File: config.mk
export PLATFORM = sky130hd
export DESIGN_NAME = launchpad_scanner
export DESIGN_NICKNAME = d
export VERILOG_FILES = /design/src/rtl/launchpad_scanner_pkg.sv /design/src/rtl/launchpad_sync.sv /design/src/rtl/launchpad_scanner.sv
export SDC_FILE = /design/constraint.sdc
export NUM_CORES = 1
export LEC_CHECK = 0
export ABC_AREA = 1
export CAP_MARGIN = 25
export CORE_MARGIN = 2
export CORE_UTILIZATION = 55
export CTS_CLUSTER_DIAMETER = 150
export DETAILED_ROUTE_END_ITERATION = 10
export PLACE_DENSITY = 0.76
export SYNTH_ARGS = -nofsm -noshare
export SYNTH_HDL_FRONTEND = slang
export SYNTH_SLANG_ARGS = --single-unit
File: constraint.sdc
create_clock -name clk -period 3.65 [get_ports clk]
set_clock_uncertainty 0.1 [all_clocks]
set_input_delay 0.73 -clock clk [delete_from_list [all_inputs] [get_ports clk]]
set_output_delay 0.73 -clock clk [all_outputs]
set_load 0.05 [all_outputs]
File: src/rtl/launchpad_scanner_pkg.sv
// Shared definitions for the launchpad key matrix: key codes, scanner FSM
// state encoding and the (row, col) -> key code map. The code-to-row/col
// encoder uses the same constants so both directions agree.
package launchpad_scanner_pkg;

    // Key codes as printed on the launchpad keycaps.
    localparam logic [3:0] KEY_0 = 4'h0;
    localparam logic [3:0] KEY_1 = 4'h1;
    localparam logic [3:0] KEY_2 = 4'h2;
    localparam logic [3:0] KEY_3 = 4'h3;
    localparam logic [3:0] KEY_4 = 4'h4;
    localparam logic [3:0] KEY_5 = 4'h5;
    localparam logic [3:0] KEY_6 = 4'h6;
    localparam logic [3:0] KEY_7 = 4'h7;
    localparam logic [3:0] KEY_8 = 4'h8;
    localparam logic [3:0] KEY_9 = 4'h9;
    localparam logic [3:0] KEY_A = 4'hA;
    localparam logic [3:0] KEY_B = 4'hB;
    localparam logic [3:0] KEY_C = 4'hC;
    localparam logic [3:0] KEY_D = 4'hD;
    localparam logic [3:0] KEY_E = 4'hE;
    localparam logic [3:0] KEY_F = 4'hF;

    // Scanner FSM states.
    localparam logic [1:0] ST_SCAN     = 2'd0;
    localparam logic [1:0] ST_DEBOUNCE = 2'd1;
    localparam logic [1:0] ST_HELD     = 2'd2;
    localparam logic [1:0] ST_RELEASE  = 2'd3;

    // Physical position of a key -> its code.
    //   row0: 1 2 3 A
    //   row1: 4 5 6 B
    //   row2: 7 8 9 C
    //   row3: 0 F E D
    function automatic logic [3:0] rc_to_code(input logic [1:0] row, input logic [1:0] col);
        logic [3:0] code;
        case ({row, col})
            4'b00_00: code = KEY_1;
            4'b00_01: code = KEY_2;
            4'b00_10: code = KEY_3;
            4'b00_11: code = KEY_A;
            4'b01_00: code = KEY_4;
            4'b01_01: code = KEY_5;
            4'b01_10: code = KEY_6;
            4'b01_11: code = KEY_B;
            4'b10_00: code = KEY_7;
            4'b10_01: code = KEY_8;
            4'b10_10: code = KEY_9;
            4'b10_11: code = KEY_C;
            4'b11_00: code = KEY_0;
            4'b11_01: code = KEY_F;
            4'b11_10: code = KEY_E;
            default:  code = KEY_D;
        endcase
        return code;
    endfunction

    // Index of the lowest active-low row; 0 when no row is low (callers
    // qualify it with an "any row low" test).
    function automatic logic [1:0] lowest_low_row(input logic [3:0] rows_n);
        logic [1:0] idx;
        idx = 2'd0;
        for (int i = 3; i >= 0; i--) begin
            if (!rows_n[i]) begin
                idx = 2'(i);
            end
        end
        return idx;
    endfunction

endpackage

File: src/rtl/launchpad_sync.sv
// Two-flop synchronizer for the asynchronous, active-low row lines.
// Resets to all-ones so the scanner sees "no key" while coming out of reset.
module launchpad_sync (
    input  logic       clk,
    input  logic       reset,
    input  logic [3:0] d,
    output logic [3:0] q
);

    logic [3:0] meta;

    // Two register stages; only q is allowed to fan out.
    always_ff @(posedge clk or posedge reset) begin
        if (reset) begin
            meta <= 4'b1111;
            q    <= 4'b1111;
        end else begin
            meta <= d;
            q    <= meta;
        end
    end

endmodule

File: src/rtl/launchpad_scanner.sv
// 4x4 launchpad key matrix scanner. Drives one column low at a time, samples
// the synchronized rows once per column dwell, debounces press and release,
// and reports the key code.
//
// Output protocol: key_valid is a one-cycle pulse that marks a newly accepted
// press; key_val is valid in that cycle and holds until the next accepted
// press. key_down is a level, high from acceptance until the release has been
// accepted. There is no back-pressure: the consumer must take the pulse.
module launchpad_scanner #(
    parameter int SCAN_DIV = 1000,
    parameter int DEBOUNCE = 4
) (
    input  logic       clk,
    input  logic       reset,
    input  logic [3:0] row_n,
    output logic [3:0] col_n,
    output logic [3:0] key_val,
    output logic       key_valid,
    output logic       key_down
);

    import launchpad_scanner_pkg::*;

    localparam int DIV_W = (SCAN_DIV > 1) ? $clog2(SCAN_DIV) : 1;
    localparam int CNT_W = $clog2(DEBOUNCE + 1);

    localparam logic [DIV_W-1:0] DIV_LAST   = DIV_W'(SCAN_DIV - 1);
    localparam logic [CNT_W-1:0] CNT_ONE    = CNT_W'(1);
    localparam logic [CNT_W-1:0] CNT_TARGET = CNT_W'(DEBOUNCE);

    // With a single required sample, the detecting sample is also the
    // accepting one (and likewise for release).
    localparam bit SINGLE_SAMPLE = (DEBOUNCE == 1);

    // Synchronized rows; the raw pins are never looked at directly.
    logic [3:0]       rs;

    // Column dwell timing.
    logic [DIV_W-1:0] div;
    logic             sample;

    // Column currently driven.
    logic [1:0]       col;

    // FSM state and candidate key.
    logic [1:0]       state;
    logic [1:0]       state_next;
    logic [1:0]       cand_row;
    logic [1:0]       cand_col;
    logic [CNT_W-1:0] cnt;
    logic [CNT_W-1:0] cnt_next;
    logic [CNT_W-1:0] cnt_inc;
    logic             cnt_done;

    // Row decode of the current sample.
    logic [1:0]       hit_row;
    logic             any_low;
    logic             cand_low;

    // Events decided at a sample point.
    logic             latch_cand;
    logic             accept;
    logic             release_done;
    logic             step_col;
    logic [3:0]       accept_code;

    launchpad_sync u_sync (
        .clk   (clk),
        .reset (reset),
        .d     (row_n),
        .q     (rs)
    );

    // Dwell counter: free-running 0..SCAN_DIV-1; the last count is the sample point.
    always_ff @(posedge clk or posedge reset) begin
        if (reset) begin
            div <= '0;
        end else if (div == DIV_LAST) begin
            div <= '0;
        end else begin
            div <= div + 1'b1;
        end
    end

    assign sample = (div == DIV_LAST);

    // Row decode: lowest low row wins, plus the level of the candidate's row.
    always_comb begin
        hit_row  = lowest_low_row(rs);
        any_low  = ~&rs;
        cand_low = ~rs[cand_row];
        cnt_inc  = cnt + CNT_ONE;
        cnt_done = (cnt_inc == CNT_TARGET);
    end

    // Next-state logic; nothing moves except at a sample point.
    always_comb begin
        state_next   = state;
        cnt_next     = cnt;
        latch_cand   = 1'b0;
        accept       = 1'b0;
        release_done = 1'b0;
        step_col     = 1'b0;
        if (sample) begin
            case (state)
                ST_SCAN: begin
                    if (any_low) begin
                        latch_cand = 1'b1;
                        cnt_next   = CNT_ONE;
                        if (SINGLE_SAMPLE) begin
                            accept     = 1'b1;
                            state_next = ST_HELD;
                        end else begin
                            state_next = ST_DEBOUNCE;
                        end
                    end else begin
                        step_col = 1'b1;
                    end
                end
                ST_DEBOUNCE: begin
                    // The same key must still be the winning row.
                    if (cand_low && (hit_row == cand_row)) begin
                        cnt_next = cnt_inc;
                        if (cnt_done) begin
                            accept     = 1'b1;
                            state_next = ST_HELD;
                        end
                    end else begin
                        state_next = ST_SCAN;
                        step_col   = 1'b1;
                    end
                end
                ST_HELD: begin
                    // Only the held key's row matters; other keys are ignored.
                    if (!cand_low) begin
                        cnt_next = CNT_ONE;
                        if (SINGLE_SAMPLE) begin
                            release_done = 1'b1;
                            state_next   = ST_SCAN;
                            step_col     = 1'b1;
                        end else begin
                            state_next = ST_RELEASE;
                        end
                    end
                end
                ST_RELEASE: begin
                    if (!cand_low) begin
                        cnt_next = cnt_inc;
                        if (cnt_done) begin
                            release_done = 1'b1;
                            state_next   = ST_SCAN;
                            step_col     = 1'b1;
                        end
                    end else begin
                        // Bounce: back to held without a new pulse.
                        state_next = ST_HELD;
                    end
                end
                default: begin
                    state_next = ST_SCAN;
                end
            endcase
        end
    end

    // Code of the key being accepted; in SCAN the candidate is not latched yet.
    always_comb begin
        if (state == ST_SCAN) begin
            accept_code = rc_to_code(hit_row, col);
        end else begin
            accept_code = rc_to_code(cand_row, cand_col);
        end
    end

    // FSM state, debounce count and candidate key registers.
    always_ff @(posedge clk or posedge reset) begin
        if (reset) begin
            state    <= ST_SCAN;
            cnt      <= '0;
            cand_row <= 2'd0;
            cand_col <= 2'd0;
        end else begin
            state <= state_next;
            cnt   <= cnt_next;
            if (latch_cand) begin
                cand_row <= hit_row;
                cand_col <= col;
            end
        end
    end

    // Column pointer: advances only when the scanner is hunting for a key.
    always_ff @(posedge clk or posedge reset) begin
        if (reset) begin
            col <= 2'd0;
        end else if (step_col) begin
            col <= col + 2'd1;
        end
    end

    // Exactly one column driven low.
    always_comb begin
        col_n = ~(4'b0001 << col);
    end

    // Key outputs: pulse and code on acceptance, level until release accepted.
    always_ff @(posedge clk or posedge reset) begin
        if (reset) begin
            key_val   <= 4'h0;
            key_valid <= 1'b0;
            key_down  <= 1'b0;
        end else begin
            key_valid <= accept;
            if (accept) begin
                key_val  <= accept_code;
                key_down <= 1'b1;
            end else if (release_done) begin
                key_down <= 1'b0;
            end
        end
    end

endmodule

Word level (Yosys, flattened, before mapping)

Memory sizes are Yosys's and may differ from the RTL's. A register that Yosys moved wholly into a read port is not among the register bits.
Cells that the tools add are included.

Add/subtract/negate cells: 3
Order comparisons: 1
Eq/ne operators: 12
Shift-type cells: 1
Multiplexer cells: 35
Bitwise operators: 2
Reduce and logical (&&, ||, !) cells: 6

Operator list:

| kind                                                       | count |
|---|---|
| two-way mux 2 bit                                          | 10 |
| two-way mux 1 bit                                          | 16 |
| two-way mux 3 bit                                          | 4 |
| one-hot mux 3 bit (4 select lines)                         | 1 |
| adder 10 x 1 -> 10 bit, second input constant              | 1 |
| == test 10 bit, second input constant                      | 1 |
| two-way mux 10 bit                                         | 1 |
| AND reduction 5 bit                                        | 2 |
| inequality test 2 bit, second input constant               | 4 |
| one-hot mux 2 bit (4 select lines)                         | 1 |
| inequality test 3 bit, second input constant               | 2 |
| == test 2 bit, second input constant                       | 2 |
| NOT 4 bit                                                  | 1 |
| AND reduction 4 bit                                        | 1 |
| left shift 1 x 2 -> 4 bit, first input constant            | 1 |
| adder 3 x 1 -> 3 bit, second input constant                | 1 |
| == test 3 bit, second input constant                       | 1 |
| less-than comparator 2 x 3 -> 1 bit, second input constant | 1 |
| one-hot mux 1 bit (3 select lines)                         | 1 |
| adder 2 x 1 -> 2 bit, second input constant                | 1 |
| binary-select mux 1 bit (select 2 bit)                     | 1 |
| == test 2 x 1 -> 1 bit, second input constant              | 1 |
| == test 2 bit                                              | 1 |
| logical NOT 2 bit                                          | 1 |
| 3 further kinds                                            | 3 |

Register bits after elaboration: 31
Memory bits (read-only): 64
Output and inout port bits: 10
Memories kept: 1

Memory list:

| name            | depth | bits a word | rd ports | clocked after Yosys merged registers in | wr ports | line                        | text |
|---|---|---|---|---|---|---|---|
| (no name shown) | 16    | 4           | 1        | 1                                       | 0        | launchpad_scanner_pkg.sv:37 | `case ({row, col})` |

Logic depth before layout (Yosys ltp)

Depth after elaboration: 10
Mapped depth: 13

Modules after synthesis

A second synthesis with hierarchy kept.

Cell total of the unflattened synthesis: 233
Area total of the unflattened synthesis: 1906.8 um^2

Modules (own cells, without submodules):

| module            | instances | cells an instance | area an instance (um^2) |
|---|---|---|---|
| launchpad_scanner | 1         | 224               | 1692.9 |
| launchpad_sync    | 1         | 9                 | 214.0 |

Worst setup path before layout

Ideal clock, no wire load.

Kind: register to output
Start: reg col[0]
End: out col_n[0]
Data arrival time: 0.945 ns
Required time: 2.820 ns
Path slack: 1.875 ns
Cell stages (with the launch flop): 4
Cell sequence: dfrtp_1 inv_1 ha_1 inv_1

Word-level cells in the longest chain between the ends: 2

Ends and longest elaborated chain:

| item                      | line                     | text |
|---|---|---|
| start, declared           | launchpad_scanner.sv:43  | `logic [1:0] col;` |
| start signal, assigned    | launchpad_scanner.sv:197 | `col <= col + 2'd1;` |
| left shift 1 x 2 -> 4 bit | launchpad_scanner.sv:203 | `col_n = ~(4'b0001 << col);` |
| NOT 4 bit                 | launchpad_scanner.sv:203 |  |
| end, declared             | launchpad_scanner.sv:16  | `output logic [3:0] col_n,` |

Every way passes these cells.

Final worst setup path

Start: reg col[0]
End: out col_n[2]

Same word-level chain as after synthesis.

==> summary.md <==
| Metric | Value |
|---|---|
| Result of the run | `finished, final reports clean` |
| Max capacitance violation total | `0` |
| Startpoint of the worst-slack reg-to-reg timing path | `cnt[0]` |
| First-pass iteration count of the detailed router | `4` |
| Routed wire length per instance | `between 10 and 15 um` |
| Worst Hold Path EP | `u_sync.q[1]` |
| Wire length of the first global-routing pass | `~6 mm` |
| Clock transition at the registers of the reported paths | `0.11 ns` |
| Chip height | `around 63 um` |
| RSZ-0062 raised after global routing | `no` |
| Period utilization | `about three quarters` |
| Netlist cell types | `32` |
| Fraction of synthesis flops using an asynchronous set or reset pin | `100%` |
| Max Root-Sink Buffers | `2` |
| Met3 Use GR | `between 4 and 5%` |
| Routed Antenna Nets | `0` |
| CP max FO | `4` |
| Power per cell area | `~350 nW/um2` |
| Most Used Layer, Global Route | `met2` |
| Synthesized flop and latch total | `35` |
| Global-route usage over all layers | `19.3%` |
| Synthesized instance count | `roughly 220` |
| Final global-route overflow total | `0` |
| Total number of clock tree sinks | `35` |
| Via-per-instance ratio | `4.85` |
| Hold Fails Final Rpt | `0` |
| Width of the die | `approximately 63 um` |
| Clock period minus worst slack | `between 2 and 3 ns` |
| Total leakage power | `1.13 nW` |
| Placed wire-length estimate | `2.41 mm` |
| Htree depth | `2` |
| Length in cells of the worst reg-to-reg path | `9` |
| Crit path kind | `reg2out` |
| Hold/Removal Path Class | `reg2reg` |
| Area enclosed by the die boundary | `3980 um2` |
| Reg-to-reg setup timing slack | `1.86 ns` |
| Post-cts gate resize count | `0` |
| Leading cell type in the layout, fill and taps excluded | `sky130_fd_sc_hd__nand2_1` |
| Number of clock buffers inserted by TritonCTS | `5` |
| Initial Utilization | `between 50 and 60%` |
| Global-route met2 utilization | `between 30 and 40%` |
| Total negative setup slack | `0 ns` |
| Maximum vdd drop | `about 270 uV` |
| Antenna violations before repair | `0` |
| Critical Path End Type | `primary output` |
| Worst Hold Slack | `between 0.2 and 0.3 ns` |
| Number of violations reported at the end of detailed-routing iteration 0 | `51` |
| Share of post-route cells with drive strength above 1 | `between 20% and 30%` |
| Net switching fraction of the power | `between 20% and 30%` |
| EDFF count, synth | `0` |
| Least-Margin Pin Slew | `between 0.4 and 0.5 ns` |
| Required @ worst endpoint | `~2.8 ns` |
| Arrival time worst endpoint | `between 1.5 and 2 ns` |
| Setup violation total in the final timing report | `0` |
| Logic gate share of total power | `3.9%` |
| Hold wc startpoint | `u_sync.meta[1]` |
| Commonest cells after routing, fill and taps aside | `sky130_fd_sc_hd__nand2_1, sky130_fd_sc_hd__dfrtp_1, sky130_fd_sc_hd__inv_1, sky130_fd_sc_hd__nand3_1, sky130_fd_sc_hd__clkdlybuf4s50_1` |
| Source-to-sink clock delay at the later pin of the worst-skew pair | `between 0.3 and 0.4 ns` |
| Internal power | `roughly 620 uW` |
| Core region area | `between 3000 and 4000 um2` |
| Area growth from synthesis to layout | `17.5%` |
| Net count after synthesis | `approximately 240` |
| Buffers inserted during post-CTS setup optimization | `0` |
| Largest net degree at the start of global routing | `20` |
| Crit path launch | `col[0]` |
| Predominant post-synthesis flop cell | `sky130_fd_sc_hd__dfrtp_1` |
| Fmax | `366 MHz` |
| Kind of launch point of the worst setup path | `register` |
| Number of core rows | `21` |
| Net switching power of the design | `around 160 uW` |
| Average cell area after synthesis | `8.76 um2` |
| Final slew viol count | `0` |
| Aggregate routed wire length | `between 3 and 4 mm` |
| Final estimated routing congestion in global placement | `~0.84` |
| Headroom to the max-slew limit | `around two thirds` |
| TritonCTS clock tree | `done` |
| Total number of vias | `about 1400` |
| Antenna cells | `0` |
| Cts hold-fix bufs | `0` |
| Layout net count | `about 260` |
| Clk network pwr share | `about 45%` |
| Clock tree root buffer cell | `sky130_fd_sc_hd__clkbuf_4` |
| Met1 demand-to-capacity share in global routing | `24.2%` |
| DRC errors left | `0` |
| Post-synthesis instance area | `1920 um2` |
| Num ports | `16` |
| Sequential element share of the synthesized area | `a little under half` |
| Hold Path Cell Cnt | `0` |
| Reg2reg end | `col[1]` |
| Count of buffers inserted at the top-level ports | `15` |
| Sequential fraction of design power | `about half` |
| Count of synthesis-stage warnings from yosys | `0` |
| Via count of the first global-routing pass | `about 1400` |
[critical path, cell delays in order, from the launching register on]
cell and delay (ns):
sky130_fd_sc_hd__dfrtp_1 0.41, sky130_fd_sc_hd__inv_1 0.10, sky130_fd_sc_hd__ha_1 0.21, sky130_fd_sc_hd__inv_1 0.05
sky130_fd_sc_hd__clkdlybuf4s50_1 0.79
[flip-flops by register name, indices dropped and copies added (netlist names)]
signal / count
cand_row: 2
div: 10
key_down: 1
cand_col: 2
u_sync.meta: 4
key_valid: 1
key_val: 4
cnt: 3
u_sync.q: 4
state: 2
col: 2
[synthesized netlist by cell type (2+ instances only)]
| cell | number | share of area (%) |
|---|---|---|
| sky130_fd_sc_hd__inv_2 | 2 | 0.39 |
| sky130_fd_sc_hd__inv_1 | 25 | 4.9 |
| sky130_fd_sc_hd__nor2_2 | 5 | 1.6 |
| sky130_fd_sc_hd__nand2_4 | 3 | 1.8 |
| sky130_fd_sc_hd__dfrtp_1 | 27 | 35 |
| sky130_fd_sc_hd__nand2_1 | 58 | 11 |
| sky130_fd_sc_hd__dfstp_2 | 8 | 11 |
| sky130_fd_sc_hd__o21ai_1 | 5 | 1.3 |
| sky130_fd_sc_hd__nor2_1 | 6 | 1.2 |
| sky130_fd_sc_hd__a31oi_1 | 2 | 0.65 |
| sky130_fd_sc_hd__nor2_4 | 3 | 1.8 |
| sky130_fd_sc_hd__xnor2_1 | 2 | 0.91 |
| sky130_fd_sc_hd__o21ai_2 | 2 | 0.91 |
| sky130_fd_sc_hd__nand2_2 | 9 | 2.9 |
| sky130_fd_sc_hd__nand3_1 | 16 | 4.2 |
| sky130_fd_sc_hd__nand4_1 | 2 | 0.65 |
| sky130_fd_sc_hd__xor2_1 | 3 | 1.4 |
| sky130_fd_sc_hd__nand3_2 | 2 | 1.0 |
| sky130_fd_sc_hd__o21ai_0 | 9 | 2.3 |
| sky130_fd_sc_hd__a21oi_1 | 5 | 1.3 |
| sky130_fd_sc_hd__ha_1 | 10 | 6.5 |
| sky130_fd_sc_hd__nor3_1 | 3 | 0.78 |
| sky130_fd_sc_hd__clkinv_2 | 3 | 0.78 |
[power groups by stage]
| stage | combinational, mW | sequential (mW) | clock, mW |
|---|---|---|---|
| final | 0.0306 | 0.399 | 0.348 |
| after global routing | 0.0352 | 0.400 | 0.376 |
| after CTS | 0.0316 | 0.399 | 0.353 |
| after detailed placement | 0.0314 | 0.407 | 0 |
| after global placement | 0.0274 | 0.406 | 0 |
| after floorplan | 0.0178 | 0.406 | 0 |
[layer usage]
layer,vias to the layer above,routed length (um)
met2,23,1530
met5,-,0
met3,8,104
met1,630,1620
met4,0,60
li1,741,-
[through the flow]
stage                     cells  power [mW]  utilization, %  cell area [um2]  worst slack [ns]
after CTS                   289       0.785            67.6             2250             0.899
after global routing        289       0.812            67.6             2250             0.817
after detailed placement    281       0.438            64.4             2150              1.29
after floorplan             219       0.424               -             1920              1.88
after global placement      280       0.434            63.6             2120              1.31
final                       289       0.778            67.6             2250             0.918
[how the worst max path moves through the flow]
| stage | endpoint | slack (ns) | cells after the start |
|---|---|---|---|
| finish | col_n[2] | 0.92 | 4 |
| global route | col_n[2] | 0.82 | 4 |
| CTS | col_n[2] | 0.90 | 4 |
| detailed placement | col_n[2] | 1.29 | 4 |
| global placement | col_n[0] | 1.31 | 4 |
| floorplan | col_n[0] | 1.88 | 3 |
[kinds of logic (layout without fill, tap and decap cells)]
| family | count (synthesis) | in the layout | share of synthesized area, % |
|---|---|---|---|
| AND/OR/NAND/NOR | 113 | 113 | 31.0 |
| XOR/XNOR | 5 | 5 | 2.28 |
| adder cells (fa/ha/maj) | 10 | 10 | 6.52 |
| AO/OA/AOI/OAI | 24 | 24 | 6.91 |
| flip-flops | 35 | 35 | 46.2 |
| buffers and inverters | 32 | 56 | 7.11 |
[area by class of cell]
type / instances / area (um2)
clock buffers: 5 / 37.5
clock inverters: 3 / 67.6
fillers: 282 / 1080
inverters: 31 / 125
multi-input cells: 152 / 896
flip-flops and latches: 35 / 886
well taps: 46 / 57.6
repair buffers: 17 / 185
Power figures use the tool's default switching activity.
